===== config.mk =====
export PLATFORM = sky130hd
export DESIGN_NAME = hart_sched_flat
export DESIGN_NICKNAME = d
export VERILOG_FILES = /design/src/rtl/hart_sched_pkg.sv /design/src/rtl/hart_sched_if.sv /design/src/rtl/hart_sched_rr_pick.sv /design/src/rtl/hart_sched.sv /design/src/flat_wrapper.sv
export SDC_FILE = /design/constraint.sdc
export NUM_CORES = 1
export LEC_CHECK = 0
export ABC_AREA = 0
export ABC_CLOCK_PERIOD_IN_PS = 3300
export BUFFER_PORTS_ARGS = -buffer_cell sky130_fd_sc_hd__buf_2
export CORE_ASPECT_RATIO = 1.2
export CORE_MARGIN = 1
export CORE_UTILIZATION = 43
export DETAILED_ROUTE_END_ITERATION = 10
export PLACE_DENSITY = 0.66
export RECOVER_POWER = 25
export SLEW_MARGIN = 20
export SYNTH_ARGS = -nofsm -noshare
export SYNTH_HDL_FRONTEND = slang
export SYNTH_SLANG_ARGS = --single-unit
export TNS_END_PERCENT = 20

===== constraint.sdc =====
create_clock -name clk -period 3.3 [get_ports clk]
set_input_delay 0.33 -clock clk [delete_from_list [all_inputs] [get_ports clk]]
set_output_delay 0.33 -clock clk [all_outputs]
set_load 0.1 [all_outputs]

===== src/rtl/hart_sched_pkg.sv =====
// Shared constants, state encoding and helpers for the hart scheduler.
package hart_sched_pkg;

   localparam int HART_NUM     = 4;
   localparam int HART_ID_W    = 2;
   localparam int HART_STATE_W = 2;

   typedef enum logic [HART_STATE_W-1:0] {
      HART_IDLE   = 2'd0,
      HART_ACTIVE = 2'd1,
      HART_WAIT   = 2'd2
   } hart_state_e;

   function automatic logic [HART_ID_W:0] count_active(input logic [HART_NUM-1:0] mask);
      logic [HART_ID_W:0] n;
      n = '0;
      for (int i = 0; i < HART_NUM; i++) begin
         n = n + {{HART_ID_W{1'b0}}, mask[i]};
      end
      return n;
   endfunction

endpackage


===== src/rtl/hart_sched_if.sv =====
// Command and issue bundle between front-end control and the hart scheduler.
interface hart_sched_if;
   import hart_sched_pkg::*;

   logic                 stall;
   logic                 start_en;
   logic [HART_ID_W-1:0] start_id;
   logic                 kill_en;
   logic [HART_ID_W-1:0] kill_id;
   logic                 wait_en;
   logic [HART_ID_W-1:0] wait_id;
   logic                 wake_en;
   logic [HART_ID_W-1:0] wake_id;
   logic [HART_ID_W-1:0] hart_id;
   logic                 issue_en;
   logic [HART_NUM-1:0]  hart_st;
   logic [HART_ID_W:0]   active_cnt;

   modport master (
      output stall, start_en, start_id, kill_en, kill_id,
             wait_en, wait_id, wake_en, wake_id,
      input  hart_id, issue_en, hart_st, active_cnt
   );

   modport slave (
      input  stall, start_en, start_id, kill_en, kill_id,
             wait_en, wait_id, wake_en, wake_id,
      output hart_id, issue_en, hart_st, active_cnt
   );

endinterface


===== src/rtl/hart_sched_rr_pick.sv =====
// Rotate-priority encoder: first eligible hart after 'last', wrapping back to 'last' itself.
module hart_rr_pick
   import hart_sched_pkg::*;
(
   input  logic [HART_NUM-1:0]  elig,
   input  logic [HART_ID_W-1:0] last,
   output logic [HART_ID_W-1:0] pick,
   output logic                 found
);

   logic [HART_ID_W-1:0] idx;

   // Scan farthest-first so the nearest eligible hart after 'last' overwrites the rest.
   always_comb begin
      pick  = last;
      found = 1'b0;
      idx   = '0;
      for (int k = HART_NUM; k >= 1; k--) begin
         idx = HART_ID_W'((int'(last) + k) % HART_NUM);
         if (elig[idx]) begin
            pick  = idx;
            found = 1'b1;
         end
      end
   end

endmodule


===== src/rtl/hart_sched.sv =====
// Fine-grained round-robin hart scheduler: per-hart run state plus registered fetch pick.
module hart_sched
   import hart_sched_pkg::*;
(
   input logic         clk,
   input logic         reset,
   hart_sched_if.slave bus
);

   hart_state_e          st_q [HART_NUM];
   hart_state_e          st_d [HART_NUM];
   logic [HART_NUM-1:0]  kill_hit, start_hit, wait_hit, wake_hit;
   logic [HART_NUM-1:0]  elig, next_active;
   logic [HART_ID_W-1:0] last_q, hart_id_q, pick;
   logic                 issue_q, found;
   logic [HART_NUM-1:0]  hart_st_q;
   logic [HART_ID_W:0]   cnt_q;

   always_comb begin
      kill_hit  = '0;
      start_hit = '0;
      wait_hit  = '0;
      wake_hit  = '0;
      for (int i = 0; i < HART_NUM; i++) begin
         kill_hit[i]  = bus.kill_en  && (bus.kill_id  == HART_ID_W'(i));
         start_hit[i] = bus.start_en && (bus.start_id == HART_ID_W'(i));
         wait_hit[i]  = bus.wait_en  && (bus.wait_id  == HART_ID_W'(i));
         wake_hit[i]  = bus.wake_en  && (bus.wake_id  == HART_ID_W'(i));
      end
   end

   // Each command only acts from one source state, so apart from kill they never compete.
   always_comb begin
      elig        = '0;
      next_active = '0;
      for (int i = 0; i < HART_NUM; i++) begin
         st_d[i] = st_q[i];
         case (st_q[i])
            HART_ACTIVE: if (wait_hit[i]) st_d[i] = HART_WAIT;
            HART_WAIT:   if (wake_hit[i]) st_d[i] = HART_ACTIVE;
            default:     st_d[i] = start_hit[i] ? HART_ACTIVE : HART_IDLE;
         endcase
         if (kill_hit[i]) st_d[i] = HART_IDLE;
         elig[i]        = (st_q[i] == HART_ACTIVE) && !kill_hit[i] && !wait_hit[i];
         next_active[i] = (st_d[i] == HART_ACTIVE);
      end
   end

   hart_rr_pick u_pick (
      .elig  (elig),
      .last  (last_q),
      .pick  (pick),
      .found (found)
   );

   // Stall freezes the pick; a stalled issue only survives while its hart stays eligible.
   always_ff @(posedge clk) begin
      if (reset) begin
         for (int i = 0; i < HART_NUM; i++) begin
            st_q[i] <= (i == 0) ? HART_ACTIVE : HART_IDLE;
         end
         last_q    <= HART_ID_W'(HART_NUM - 1);
         hart_id_q <= '0;
         issue_q   <= 1'b0;
         hart_st_q <= HART_NUM'(1);
         cnt_q     <= (HART_ID_W + 1)'(1);
      end else begin
         st_q      <= st_d;
         hart_st_q <= next_active;
         cnt_q     <= count_active(next_active);
         if (!bus.stall) begin
            if (found) begin
               hart_id_q <= pick;
               last_q    <= pick;
               issue_q   <= 1'b1;
            end else begin
               issue_q   <= 1'b0;
            end
         end else begin
            issue_q <= issue_q && elig[hart_id_q];
         end
      end
   end

   assign bus.hart_id    = hart_id_q;
   assign bus.issue_en   = issue_q;
   assign bus.hart_st    = hart_st_q;
   assign bus.active_cnt = cnt_q;

endmodule

===== src/flat_wrapper.sv =====
// flat-port wrapper written by rule: the top's interface ports become plain ports
module hart_sched_flat import hart_sched_pkg::*;
  (clk, reset, bus_stall, bus_start_en, bus_start_id, bus_kill_en, bus_kill_id, bus_wait_en, bus_wait_id, bus_wake_en, bus_wake_id, bus_hart_id, bus_issue_en, bus_hart_st, bus_active_cnt);
  hart_sched_if bus_i ();
  input logic clk;
  input logic reset;
  input wire logic [$bits(bus_i.stall)-1:0] bus_stall;
  input wire logic [$bits(bus_i.start_en)-1:0] bus_start_en;
  input wire logic [$bits(bus_i.start_id)-1:0] bus_start_id;
  input wire logic [$bits(bus_i.kill_en)-1:0] bus_kill_en;
  input wire logic [$bits(bus_i.kill_id)-1:0] bus_kill_id;
  input wire logic [$bits(bus_i.wait_en)-1:0] bus_wait_en;
  input wire logic [$bits(bus_i.wait_id)-1:0] bus_wait_id;
  input wire logic [$bits(bus_i.wake_en)-1:0] bus_wake_en;
  input wire logic [$bits(bus_i.wake_id)-1:0] bus_wake_id;
  output wire logic [$bits(bus_i.hart_id)-1:0] bus_hart_id;
  output wire logic [$bits(bus_i.issue_en)-1:0] bus_issue_en;
  output wire logic [$bits(bus_i.hart_st)-1:0] bus_hart_st;
  output wire logic [$bits(bus_i.active_cnt)-1:0] bus_active_cnt;
  assign bus_i.stall = bus_stall;
  assign bus_i.start_en = bus_start_en;
  assign bus_i.start_id = bus_start_id;
  assign bus_i.kill_en = bus_kill_en;
  assign bus_i.kill_id = bus_kill_id;
  assign bus_i.wait_en = bus_wait_en;
  assign bus_i.wait_id = bus_wait_id;
  assign bus_i.wake_en = bus_wake_en;
  assign bus_i.wake_id = bus_wake_id;
  assign bus_hart_id = bus_i.hart_id;
  assign bus_issue_en = bus_i.issue_en;
  assign bus_hart_st = bus_i.hart_st;
  assign bus_active_cnt = bus_i.active_cnt;
  hart_sched u_core (.clk(clk), .reset(reset), .bus(bus_i));
endmodule

==> results by group <==
STA
  • RSZ-0062 raised after global routing: false
  • Final Setup Violations: 0
  • Final max-slew violation count: 0
  • Max Freq: 396.5 MHz
  • Final hold slack: 0.3264 ns
  • Worst slew pin tran: 1.171 ns
  • Slew margin rel.: 22.27%
  • Final Hold Fails: 0
  • Period utilization: 76.43%
  • Post-route setup slack: 0.7777 ns
  • Worst clock skew: 0.0009237 ns
  • Final worst path period need: 2.522 ns
  • Post-route setup TNS: 0 ns

Setup path
  • WP data arrival: 2.72 ns
  • Buffers and inverters on the worst path: 1
  • Crit Path Max Fanout: 4
  • CP top delay family: adder cells
  • Crit path largest cell delay: 0.43 ns
  • Critical path, cell by cell: inv_1, ha_1, a21oi_1, a31oi_1, nand2b_1, nor2b_1, ha_1, fa_1, ha_1, nor2b_1
  • Crit path launch type: register
  • Crit. End Element: register
  • Required time of the critical path: 3.50 ns
  • CP dominant cell by count: ha_1
  • CP max stage cell: fa_1
  • Crit path kind: register to register

Outcome
  • Status: finished clean

Finish
  • Final core occ: 51.76%
  • Layout Cells excl Fill: 213
  • Share of layout cells above drive strength 1: 17.32%
  • Antenna diodes: 0
  • Non-Filler Cell Area, Final: 0.001469 mm2
  • Multi-input logic area: 814.5 um2
  • Register Area: 400.4 um2
  • Area grow syn2layout: 13.54%
  • Nets: 206
  • Fill count: 275

Global route
  • Tot GR Track Use: 20.29%
  • Overflow after GRT: 0
  • First-pass GRT wire length: 4.823 mm
  • Initial antenna violation count: 0
  • Largest net degree at the start of global routing: 20
  • Number of global-route vias before repair: 1108

Die
  • Die area: 0.003233 mm2
  • Starting Density: 45.59%
  • Placement Rows: 21
  • Boundary Pins: 25
  • Die H: 62.09 um
  • Core Area: 0.002838 mm2
  • Die W: 52.07 um

Synthesis
  • Prevailing post-synth register cell: dfxtp_1
  • Synth top area share: 30.95%
  • Area leader, netlist: dfxtp_1
  • Syn Nets: 181
  • Synthesized area per cell: 8.347 um2
  • Register area share after synthesis: 30.95%
  • Async SR Flop Fraction: 0%
  • Synthesized area: 0.001294 mm2
  • Synthesized flop and latch total: 20
  • Synth top area cells: dfxtp_1 31%, ha_1 9.7%, inv_1 4.6%
  • Number of enable flip-flop cells after synthesis: 0
  • Yosys warnings: 0
  • Cells after synthesis: 155
  • Synth cell types: 41

Drt
  • DRC violations left: 0
  • DR pass1 iterations: 4
  • Via count: 1189
  • Antenna-violating nets left: 0
  • DR WL/cell: 13.57 um
  • DRT Wirelength: 2.891 mm
  • Drt first-iter violations: 34
  • DR vias/cell: 5.582

CTS
  • Clock transition at path regs: 0.12 ns
  • Clock sinks: 20
  • Cts hold-fix bufs: 0
  • Resize count post-CTS: 0
  • CTS Buf Count: 3
  • CTS H-tree depth: 1
  • CTS tree: built
  • Worst-skew pair later-pin latency: 0.30 ns
  • CTS Buffer Depth: 2
  • Root buffer cell: clkbuf_4
  • Post-CTS Setup Repair Bufs: 0

Pwr
  • P_leak: 0.6162 nW
  • Total chip power: 0.5894 mW
  • Pwr Density: 401.2 mW/mm2
  • Worst VDD drop: 0.2570 mV

Worst hold path
  • Worst hold path class: input port to register

Place
  • Placed cells: 209
  • Final GP Congestion: 0.8269
  • Placed Area: 0.001438 mm2
  • HPWL after DPL: 2.301 mm
  • Place WS: 0.6756 ns
  • I/O Buffers: 24

Run
  • Maxcap violations: 0
==> final timing paths <==
kind	start	to	slack, ns	cells past startpoint
worst max register to register	u_core.st_q[4]	u_core.bus.active_cnt[1]	0.78	10
worst min-delay path	bus_stall	u_core.last_q[1]	0.33	3
worst max-delay path	u_core.st_q[4]	u_core.bus.active_cnt[1]	0.78	10
worst min register to register	u_core.bus.hart_id[1]	u_core.bus.hart_id[1]	0.52	2
==> cell families (layout without fill, tap and decap cells) <==
logic type / after synthesis / in the layout / synth area share (%)
AO/OA/AOI/OAI: 39 / 39 / 20.21
multiplexers: 2 / 2 / 2.514
adder cells (fa/ha/maj): 11 / 11 / 11.22
flip-flops: 20 / 20 / 30.95
buffers and inverters: 20 / 44 / 6.093
AND/OR/NAND/NOR: 63 / 63 / 29.01
==> power by group <==
part           total, mW  internal (mW)  switching (mW)
combinational      0.176         0.0514           0.125
sequential         0.267          0.255          0.0114
clock              0.147         0.0673          0.0792
==> cell type report <==
class                   count  area share, %
repair buffers             24          7.836
clock buffers               4          2.470
inverters                  16          4.089
multi-input cells         115          55.45
well taps                  34          2.896
flip-flops and latches     20          27.26
==> Yosys cell counts, drive strengths merged, types with 2 or more instances <==
master  count
dfxtp      20
inv        16
nor2       15
ha         10
o21ai       9
a21oi       8
nand3       7
nor2b       7
nand2       6
nand3b      6
nand2b      5
nor3        4
nor3b       4
a31oi       3
and3b       3
clkbuf      3
o22ai       3
a21o        2
a311oi      2
a32oi       2
a41oi       2
and3        2
nand4       2
o21bai      2
==> state kept, by name, indices dropped and copies added, names as in the netlist <==
name                   cells
u_core.bus.issue_en        1
u_core.last_q              2
u_core.bus.hart_st         4
u_core.st_q                8
u_core.bus.hart_id         2
u_core.bus.active_cnt      3
==> cells in the final DEF (no fill, tap or decap), drive strengths merged, types with 6 or more instances in the layout <==
cell type   n
dfxtp      20
clkbuf      8
buf        20
nand2       6
o21ai       9
inv        16
ha         10
nor2       15
nand3b      6
nand3       7
a21oi       8
nor2b       7
==> per-layer routing <==
layer  vias up  part of all wire (%)  GRT usage (%)
met5         -                     0              0
met1       546                    47          26.63
met2        38                    47          34.43
met3         4                   4.8          2.190
li1        601                     -              -
met4         0                   1.1          7.336
==> worst register-to-register path, stage by stage, from the launching register on <==
cell and delay (ns):
dfxtp_1 0.40, inv_1 0.07, ha_1 0.31, a21oi_1 0.13, a31oi_1 0.07, nand2b_1 0.19, nor2b_1 0.17, ha_1 0.27
fa_1 0.43, ha_1 0.27, nor2b_1 0.12
Note: power is estimated with default switching activity, not from simulation.
